===== src/rtl/des_pkg.sv =====
// Shared DES key-schedule constants: PC-1/PC-2 index tables, shift schedule and
// rotation/permutation helpers used by des_key_schedule and pc2_permutation.
package des_pkg;

  localparam int unsigned DES_ROUNDS = 16;
  localparam int unsigned KEY_W      = 64;
  localparam int unsigned SUBKEY_W   = 48;
  localparam int unsigned HALF_W     = 28;
  localparam int unsigned CD_W       = 2 * HALF_W;

  // Bit (i-1) set where iteration i rotates by one position (i = 1, 2, 9, 16).
  localparam logic [15:0] SHIFT_SCHED = 16'h8103;

  typedef enum logic {
    ST_IDLE,
    ST_ACTIVE
  } ks_state_e;

  typedef struct packed {
    logic [HALF_W-1:0] c;
    logic [HALF_W-1:0] d;
  } cd_t;

  // Entries are 1-based DES bit numbers (bit 1 = MSB of the source word).
  localparam byte unsigned PC1_TABLE [CD_W] = '{
    8'd57, 8'd49, 8'd41, 8'd33, 8'd25, 8'd17, 8'd9,
    8'd1,  8'd58, 8'd50, 8'd42, 8'd34, 8'd26, 8'd18,
    8'd10, 8'd2,  8'd59, 8'd51, 8'd43, 8'd35, 8'd27,
    8'd19, 8'd11, 8'd3,  8'd60, 8'd52, 8'd44, 8'd36,
    8'd63, 8'd55, 8'd47, 8'd39, 8'd31, 8'd23, 8'd15,
    8'd7,  8'd62, 8'd54, 8'd46, 8'd38, 8'd30, 8'd22,
    8'd14, 8'd6,  8'd61, 8'd53, 8'd45, 8'd37, 8'd29,
    8'd21, 8'd13, 8'd5,  8'd28, 8'd20, 8'd12, 8'd4
  };

  localparam byte unsigned PC2_TABLE [SUBKEY_W] = '{
    8'd14, 8'd17, 8'd11, 8'd24, 8'd1,  8'd5,
    8'd3,  8'd28, 8'd15, 8'd6,  8'd21, 8'd10,
    8'd23, 8'd19, 8'd12, 8'd4,  8'd26, 8'd8,
    8'd16, 8'd7,  8'd27, 8'd20, 8'd13, 8'd2,
    8'd41, 8'd52, 8'd31, 8'd37, 8'd47, 8'd55,
    8'd30, 8'd40, 8'd51, 8'd45, 8'd33, 8'd48,
    8'd44, 8'd49, 8'd39, 8'd56, 8'd34, 8'd53,
    8'd46, 8'd42, 8'd50, 8'd36, 8'd29, 8'd32
  };

  function automatic logic [1:0] shift_amt(input logic [4:0] iter);
    return SHIFT_SCHED[4'(iter - 5'd1)] ? 2'd1 : 2'd2;
  endfunction

  function automatic logic [HALF_W-1:0] rol_half(input logic [HALF_W-1:0] x,
                                                 input logic [1:0] n);
    return (n == 2'd1) ? {x[HALF_W-2:0], x[HALF_W-1]}
                       : {x[HALF_W-3:0], x[HALF_W-1:HALF_W-2]};
  endfunction

  function automatic logic [HALF_W-1:0] ror_half(input logic [HALF_W-1:0] x,
                                                 input logic [1:0] n);
    return (n == 2'd1) ? {x[0], x[HALF_W-1:1]}
                       : {x[1:0], x[HALF_W-1:2]};
  endfunction

  function automatic cd_t pc1(input logic [KEY_W-1:0] key);
    logic [CD_W-1:0] cd;
    cd = '0;
    for (int j = 0; j < int'(CD_W); j++) begin
      cd[6'(int'(CD_W) - 1 - j)] = key[6'(int'(KEY_W) - int'(PC1_TABLE[j]))];
    end
    return cd_t'(cd);
  endfunction

endpackage


===== src/rtl/pc2_permutation.sv =====
// PC-2 compression: selects 48 of the 56 C||D bits to form a DES round subkey.
module pc2_permutation
  import des_pkg::*;
(
  input  logic [CD_W-1:0]     cd,
  output logic [SUBKEY_W-1:0] subkey
);

  always_comb begin
    subkey = '0;
    for (int j = 0; j < int'(SUBKEY_W); j++) begin
      subkey[6'(int'(SUBKEY_W) - 1 - j)] = cd[6'(int'(CD_W) - int'(PC2_TABLE[j]))];
    end
  end

  // Positions 9,18,22,25,35,38,43,54 are dropped by PC-2.
  logic unused_cd;
  assign unused_cd = ^{cd[47], cd[38], cd[34], cd[31], cd[21], cd[18], cd[13], cd[2]};

endmodule


===== src/rtl/des_key_schedule.sv =====
// DES per-round subkey generator, encrypt (K1..K16) or decrypt (K16..K1) order.
// Reverse order is built only when DES_KS_DECRYPT_EN is defined.
module des_key_schedule
  import des_pkg::*;
#(
  parameter int unsigned ROUNDS = DES_ROUNDS
) (
  input  logic        clk,
  input  logic        rst,
  input  logic        start,
  input  logic        decrypt,
  input  logic [1:64] key_in,
  input  logic        next,
  output logic [1:48] Kn,
  output logic [4:0]  round,
  output logic        key_valid,
  output logic        last
);

  ks_state_e  state_q, state_d;
  logic [4:0] round_q, round_d;
  cd_t        cd_q, cd_d, load_cd;
  logic       last_q, last_d;
`ifdef DES_KS_DECRYPT_EN
  logic       dir_q, dir_d;
`else
  logic       unused_decrypt;
  assign unused_decrypt = decrypt;
`endif

  logic unused_parity;
  assign unused_parity = ^{key_in[8], key_in[16], key_in[24], key_in[32],
                           key_in[40], key_in[48], key_in[56], key_in[64]};

  assign load_cd = pc1(key_in);

  // Next-state: start always wins; next only advances an active schedule.
  always_comb begin
    state_d = state_q;
    round_d = round_q;
    cd_d    = cd_q;
    last_d  = last_q;
`ifdef DES_KS_DECRYPT_EN
    dir_d   = dir_q;
`endif
    if (start) begin
      state_d = ST_ACTIVE;
      round_d = 5'd1;
      last_d  = 1'b0;
      cd_d.c  = rol_half(load_cd.c, 2'd1);
      cd_d.d  = rol_half(load_cd.d, 2'd1);
`ifdef DES_KS_DECRYPT_EN
      dir_d   = decrypt;
      // C0/D0 equals C16/D16, so the unrotated load already yields K16.
      if (decrypt) begin
        cd_d = load_cd;
      end
`endif
    end else if (next && (state_q == ST_ACTIVE)) begin
      if (round_q == 5'(ROUNDS)) begin
        state_d = ST_IDLE;
        round_d = 5'd0;
        last_d  = 1'b0;
      end else begin
        round_d = round_q + 5'd1;
        last_d  = ((round_q + 5'd1) == 5'(ROUNDS));
        cd_d.c  = rol_half(cd_q.c, shift_amt(round_q + 5'd1));
        cd_d.d  = rol_half(cd_q.d, shift_amt(round_q + 5'd1));
`ifdef DES_KS_DECRYPT_EN
        if (dir_q) begin
          cd_d.c = ror_half(cd_q.c, shift_amt(5'(ROUNDS + 1) - round_q));
          cd_d.d = ror_half(cd_q.d, shift_amt(5'(ROUNDS + 1) - round_q));
        end
`endif
      end
    end
  end

  always_ff @(posedge clk) begin
    if (rst) begin
      state_q <= ST_IDLE;
      round_q <= 5'd0;
      cd_q    <= '0;
      last_q  <= 1'b0;
`ifdef DES_KS_DECRYPT_EN
      dir_q   <= 1'b0;
`endif
    end else begin
      state_q <= state_d;
      round_q <= round_d;
      cd_q    <= cd_d;
      last_q  <= last_d;
`ifdef DES_KS_DECRYPT_EN
      dir_q   <= dir_d;
`endif
    end
  end

  pc2_permutation u_pc2 (
    .cd     (cd_q),
    .subkey (Kn)
  );

  assign round     = round_q;
  assign key_valid = (state_q == ST_ACTIVE);
  assign last      = last_q;

endmodule


===== config.mk =====
export PLATFORM = sky130hd
export DESIGN_NAME = des_key_schedule
export DESIGN_NICKNAME = d
export VERILOG_FILES = /design/src/rtl/des_pkg.sv /design/src/rtl/pc2_permutation.sv /design/src/rtl/des_key_schedule.sv
export SDC_FILE = /design/constraint.sdc
export NUM_CORES = 1
export LEC_CHECK = 0
export BUFFER_PORTS_ARGS = -buffer_cell sky130_fd_sc_hd__buf_2
export CORE_UTILIZATION = 46
export CTS_CLUSTER_SIZE = 14
export DETAILED_ROUTE_END_ITERATION = 10
export HOLD_SLACK_MARGIN = 0.1
export PLACE_DENSITY = 0.77
export RECOVER_POWER = 25
export SETUP_SLACK_MARGIN = 0.4
export SYNTH_ARGS = -nofsm -noshare
export SYNTH_HDL_FRONTEND = slang
export SYNTH_HIERARCHICAL = 1
export SYNTH_SLANG_ARGS = --single-unit

===== constraint.sdc =====
create_clock -name clk -period 2.4 [get_ports clk]
set_input_delay 0.48 -clock clk [delete_from_list [all_inputs] [get_ports clk]]
set_output_delay 0.48 -clock clk [all_outputs]
set_load 0.1 [all_outputs]

==> impl_metrics.tcl, run 1 <==
set metrics [dict create \
    antenna_cells 0 \
    relSlewSlack_pct 21.5 \
    irDropWorstVdd_mv 0.348 \
    path_class "register to register" \
    drive_above_1_share_pct 36.6 \
    cts-hold-fix-buffers 0 \
    final_max_slew_viol_count 0 \
    antenna_found_initial 0 \
    wl_um 11300 \
    status "complete, no violations" \
    port_buffers 52 \
    min_period_ns 2.28 \
    fmax_mhz 439 \
    die-area_um2 8540 \
    ys_ff_latch 63 \
    syn2layout_area_growth_pct 28.9 \
    die_w_um 92.4 \
    dp_cells 557 \
    syn_avg_cell_area_um2 8.32 \
    max_slew.worst_pin.slew_ns 1.18 \
    finClkSkew_ns 0.00812 \
    drtIter0Drc 295 \
    hold_violations 0 \
    seq_area_frac_synth_pct 33.5 \
    grt_pass1_vias 3220 \
    first_pass_iters 5 \
    cp_cell_sequence "inv_4 -> ha_4 -> or4b_4 -> o31ai_4 -> a221o_2 -> nor2_4 -> buf_6 -> buf_12 -> a211oi_1" \
    worstPathMaxFanout 7 \
    dp_hpwl_um 5850 \
    grt_pass1_wl_um 16200 \
    clock_path_buffers 2 \
    clockRootBuffer "clkbuf_8" \
    cap_violations 0 \
    routabilityCongestion 0.786 \
    initial_core_util_pct 48.2 \
    grt_max_degree 49 \
    row_count 32 \
    worstHoldEndpoint "cd_q[18]" \
    min_period_over_period_pct 94.9 \
    wl_per_cell_um 18.6 \
    required_ns 2.66 \
    routed-via-count 3732 \
    synth_cell_types 44 \
    coreArea_um2 7810 \
    clkSlewWorstSetupHoldPaths_ns 0.07 \
    power.density_nw_per_um2 654 \
    ys_warn_count 6 \
    critPathMaxStageDelay_ns 0.49 \
    cp.arrival_ns 2.53 \
    nets 571 \
    final_cells 605 \
    synth.cell_area_um2 3760 \
    track_usage_pct 23.6 \
    ys_async_sr_fraction_pct 0 \
    hold_path_startpoint "key_in[46]" \
    overflow 0 \
    antenna_left 0 \
    drt-vias-per-instance 6.17 \
    clk_latency_ns 0.35 \
    r2r-start "round[1]" \
    rsz0062_at_grt "true" \
    regToRegSetupSlack_ns 0.12 \
    r2r_cells 9 \
    endpoint_kind "register" \
    startpoint_type "register" \
    cts_num_sinks 63 \
    synth-main-ff-cell "dfxtp_1" \
    cts_tree "built" \
    boundaryPins 124 \
    synth-edff-count 0 \
    numCtsBuffers 9 \
    drc 0 \
    p_leak_nw 1.78 \
    regToRegEndpoint "cd_q[37]" \
    syn_inst 452 \
    min_path_type "input port to register" \
    dieHeight_um 92.4 \
    whs_path_depth 3 \
    slowest_stage "or4b_4" \
    setup-tns-final_ns 0 \
    htreeDepth 3 \
    setup_viol 0 \
]
-- cells by family (layout without fill, tap and decap cells) --
group	after synthesis	after routing	share of synthesized area, %
AOI/OAI and AO/OA	160	160	30.3
xor gates and xnor gates	3	3	0.699
adders and majority gates	4	4	1.33
buffers and inverters	95	124	16.1
DFF	63	63	33.5
other	1	22	0.0997
and+or+nand+nor	126	127	17.9
-- worst max-delay path, delay by kind of cell (launching register included) --
family / cells / cell delay [ns]
fa+ha+maj: 1 / 0.24
compound gates: 3 / 0.61
flops: 1 / 0.40
buf+inv: 3 / 0.36
simple gates: 2 / 0.55
-- flip-flops by register name (all words and copies together), names as in the netlist --
register	count
cd_q	56
key_valid	1
last	1
round	5
-- routing by layer --
layer  routed length [um]  track usage [%]  vias to the layer above
li1                     -                -                     1695
met1                 4670             31.3                     1839
met2                 5530             37.4                      174
met3                  847             6.81                       24
met4                  212             6.12                        0
met5                    0                0                        -
-- per-stage QoR --
step	setup WS, ns	utilization [%]	area (um^2)	hold slack, ns	total power (W)
finish	0.123	62.1	4850	0.445	0.00317
floorplan	0.0404	-	3960	0.470	0.00175
global route	0.0761	62.1	4850	0.452	0.00326
global placement	0.221	50.6	3950	0.467	0.00180
CTS	0.224	57.1	4460	0.446	0.00301
detailed placement	0.188	50.6	3950	0.494	0.00181
-- power by group --
part	internal, W	total, W	switching [W]
Clock	0.000705	0.00115	0.000441
Combinational	0.000279	0.000902	0.000624
Sequential	0.00108	0.00112	0.0000388
-- cell usage in the layout (no fill, tap or decap), types with 5 or more instances in the layout --
| cell | synthesis | final |
|---|---|---|
| a211oi_2 | 10 | 33 |
| a21boi_0 | 22 | 8 |
| a21boi_1 | 0 | 13 |
| a21oi_1 | 21 | 21 |
| a31oi_1 | 8 | 8 |
| buf_2 | 12 | 34 |
| buf_4 | 50 | 20 |
| buf_6 | 6 | 20 |
| clkbuf_1 | 21 | 19 |
| clkbuf_8 | 0 | 11 |
| conb_1 | 1 | 22 |
| dfxtp_1 | 63 | 58 |
| nand2_1 | 21 | 20 |
| nand3_1 | 12 | 11 |
| nand4_1 | 12 | 12 |
| nor2_1 | 41 | 37 |
| nor3b_1 | 13 | 13 |
| o21ai_0 | 49 | 41 |
| o21ai_2 | 0 | 5 |
| o221ai_2 | 1 | 10 |
-- worst max-delay path by stage --
stage                         from  endpoint  slack [ns]  depth (start not counted)
after global placement    round[1]  cd_q[17]        0.22                          8
after detailed placement  round[1]  cd_q[17]        0.19                          8
after CTS                 round[0]  cd_q[17]        0.22                          9
final                     round[1]  cd_q[37]        0.12                          9
after floorplan           round[0]  cd_q[53]        0.04                         10
after global routing      round[1]  cd_q[17]        0.08                          9
-- what timing repair did --
| action | in CTS | in global routing |
|---|---|---|
| gates resized for setup | 30 | 74 |
| buffers inserted | 13 | 9 |
| pin swaps | 14 | 26 |
| cloned | 5 | 5 |
| setup endpoints to repair | 56 | 57 |
| hold endpoints to repair | 0 | 0 |
-- Yosys cell counts, drive strengths merged (2+ instances only) --
cell type	n	area, um^2
a311o	4	40.0
clkbuf	23	88.8
ha	4	50.1
nor4	4	25.0
o221ai	14	129
nand3b	4	30.0
nor3	2	10.0
and4	4	35.0
xnor2	2	17.5
a21boi	22	165
dfxtp	63	1260
inv	3	11.3
nand3	12	60.1
a31oi	8	50.1
or2	2	12.5
buf	69	507
nor2	42	160
nand2b	2	12.5
nor3b	13	97.6
a21oi	21	105
a211oi	37	328
nand2	22	85.1
o21ai	49	245
and3	3	18.8
nand4	12	75.1
-- area by class of cell --
type | count | area [um^2]
Tap cell | 102 | 128
Fill cell | 614 | 2960
Clock buffer | 12 | 176
Timing Repair Buffer | 105 | 860
Clock inverter | 4 | 73.8
Sequential cell | 63 | 1270
Inverter | 3 | 16.3
Multi-Input combinational cell | 316 | 2320
(Power assumes the default switching activity.)
==> inputs of run 2 (changes only) <==
==> constraint.sdc (replaced) <==
create_clock -name clk -period 1.9 [get_ports clk]
set_input_delay 0.38 -clock clk [delete_from_list [all_inputs] [get_ports clk]]
set_output_delay 0.38 -clock clk [all_outputs]
set_load 0.1 [all_outputs]
==> impl_metrics.tcl, run 2 (synthesized netlist as in run 1, its figures left out) <==
set metrics [dict create \
    min_period_over_period_pct 112 \
    track_usage_pct 25.7 \
    path_buf_inv 2 \
    clkSlewWorstSetupHoldPaths_ns 0.08 \
    grt_max_degree 41 \
    fin_util_pct 63.3 \
    path_delay_family "simple AND/OR/NAND/NOR gates" \
    switching_share_pct 36.3 \
    routabilityCongestion 0.787 \
    min_period_ns 2.13 \
    cap_violations 0 \
    die_w_um 92.4 \
    startpoint_type "register" \
    slowest_stage "or4b_4" \
    drc 0 \
    hold_violations 0 \
    antenna_cells 0 \
    antenna_found_initial 0 \
    numCtsBuffers 9 \
    routed-via-count 3681 \
    drt-vias-per-instance 6.03 \
    initial_core_util_pct 48.2 \
    cp.arrival_ns 2.37 \
    power.density_nw_per_um2 763 \
    r2r-start "round[0]" \
    boundaryPins 124 \
    hold_path_startpoint "key_in[52]" \
    fmax_mhz 470 \
    required_ns 2.15 \
    cts_num_sinks 63 \
    finClkSkew_ns 0.0162 \
    relSlewSlack_pct 50.9 \
    die-area_um2 8540 \
    violations "negative setup slack" \
    drive_above_1_share_pct 40.7 \
    htreeDepth 3 \
    max_slew.worst_pin.slew_ns 0.735 \
    endpoint_kind "register" \
    status "finished with violations" \
    p_comb_share_pct 28.0 \
    rsz0062_at_grt "true" \
    cts_tree "built" \
    hold_ws_ns 0.327 \
    critPathMaxStageDelay_ns 0.50 \
    path_class "register to register" \
    dieHeight_um 92.4 \
    clockRootBuffer "clkbuf_8" \
    min_path_type "input port to register" \
    worstHoldEndpoint "cd_q[31]" \
    row_count 32 \
    syn2layout_area_growth_pct 31.3 \
    clkPwrFrac_pct 34.5 \
    final_common_cell "dfxtp_1" \
    setup_ws_ns -0.227 \
    regToRegSetupSlack_ns -0.23 \
    overflow 0 \
    wl_um 11200 \
    nets 576 \
    setup_viol 57 \
    first_pass_iters 5 \
    cts-hold-fix-buffers 0 \
    p_leak_nw 1.85 \
    final_cell_mix "56 x dfxtp_1, 46 x buf_4, 45 x o21ai_0, 36 x nor2_1, 25 x a211oi_2" \
    grt_pass1_wl_um 17200 \
    clock_path_buffers 2 \
    fillers 597 \
    antenna_left 0 \
    irDropWorstVdd_mv 0.621 \
    dp_hpwl_um 6040 \
    pwr-share-seq_pct 37.5 \
    largest-register "cd_q" \
    whs_path_depth 3 \
    cp_cell_sequence "inv_4 -> ha_4 -> or4b_4 -> o31ai_4 -> a221oi_4 -> buf_12 -> and4_1 -> a311o_1" \
    grt_pass1_vias 3412 \
    clk_latency_ns 0.36 \
    wl_per_cell_um 18.3 \
    regToRegEndpoint "cd_q[17]" \
    largest_register_ffs 56 \
    p_sw_w 0.00137 \
    worstPathMaxFanout 14 \
    final_max_slew_viol_count 0 \
    r2r_cells 8 \
    coreArea_um2 7810 \
    port_buffers 52 \
    drtIter0Drc 245 \
    p_int_w 0.00240 \
]
[run 2: per-layer routing]
| metal | vias up | global-route usage [%] | routed length (um) |
|---|---|---|---|
| met5 | - | 0 | 0 |
| met4 | 0 | 10.4 | 183 |
| met3 | 17 | 6.57 | 685 |
| met2 | 159 | 41.9 | 5530 |
| met1 | 1807 | 32.3 | 4770 |
| li1 | 1698 | - | - |
[run 2: power by group through the flow]
stage	clock network, W	logic (W)	registers [W]
2_1_floorplan	0	0.000770	0.00145
3_3_place_gp	0	0.000868	0.00144
3_5_place_dp	0	0.000881	0.00144
4_1_cts	0.00129	0.000995	0.00141
5_1_grt	0.00135	0.00110	0.00142
6_report	0.00130	0.00105	0.00141
[run 2: worst max-delay path by stage]
stage	from	end	slack, ns	cells past startpoint
global route	round[0]	cd_q[35]	-0.31	10
finish	round[0]	cd_q[17]	-0.23	8
global placement	round[1]	cd_q[34]	-0.18	9
detailed placement	round[1]	cd_q[51]	-0.25	9
floorplan	round[0]	cd_q[48]	-0.46	10
CTS	round[1]	cd_q[17]	-0.24	8
[run 2: what timing repair did]
item,CTS,global route
gates resized for setup,94,42
buffers inserted,9,8
hold endpoints to repair,0,0
setup endpoints to repair,91,72
gates cloned,3,1
pin swaps,7,15
[run 2: worst min-delay path, delay by kind of cell]
family	cells	cell delay, ns
buffers and inverters	1	0.08
AO/OA/AOI/OAI	2	0.20
[run 2: cell type report]
type / instances / area, um^2 / share of cell area [%]
Clock buffer: 12 / 166 / 3.37
Clock inverter: 4 / 51.3 / 1.04
Inverter: 3 / 16.3 / 0.329
Multi-Input combinational cell: 316 / 2260 / 45.8
Sequential cell: 63 / 1280 / 26.0
Tap cell: 102 / 128 / 2.58
Timing Repair Buffer: 110 / 1030 / 20.9
[run 2: through the flow]
stage	setup slack (ns)	total power, W	std cells	TNS, ns	cell area, um^2
after floorplan	-0.460	0.00222	473	-22.09	4000
after global placement	-0.184	0.00230	573	-7.97	4140
after detailed placement	-0.250	0.00232	573	-9.97	4140
after CTS	-0.238	0.00369	601	-9.53	4750
after global routing	-0.310	0.00387	610	-12.74	4940
final	-0.227	0.00377	610	-9.01	4940
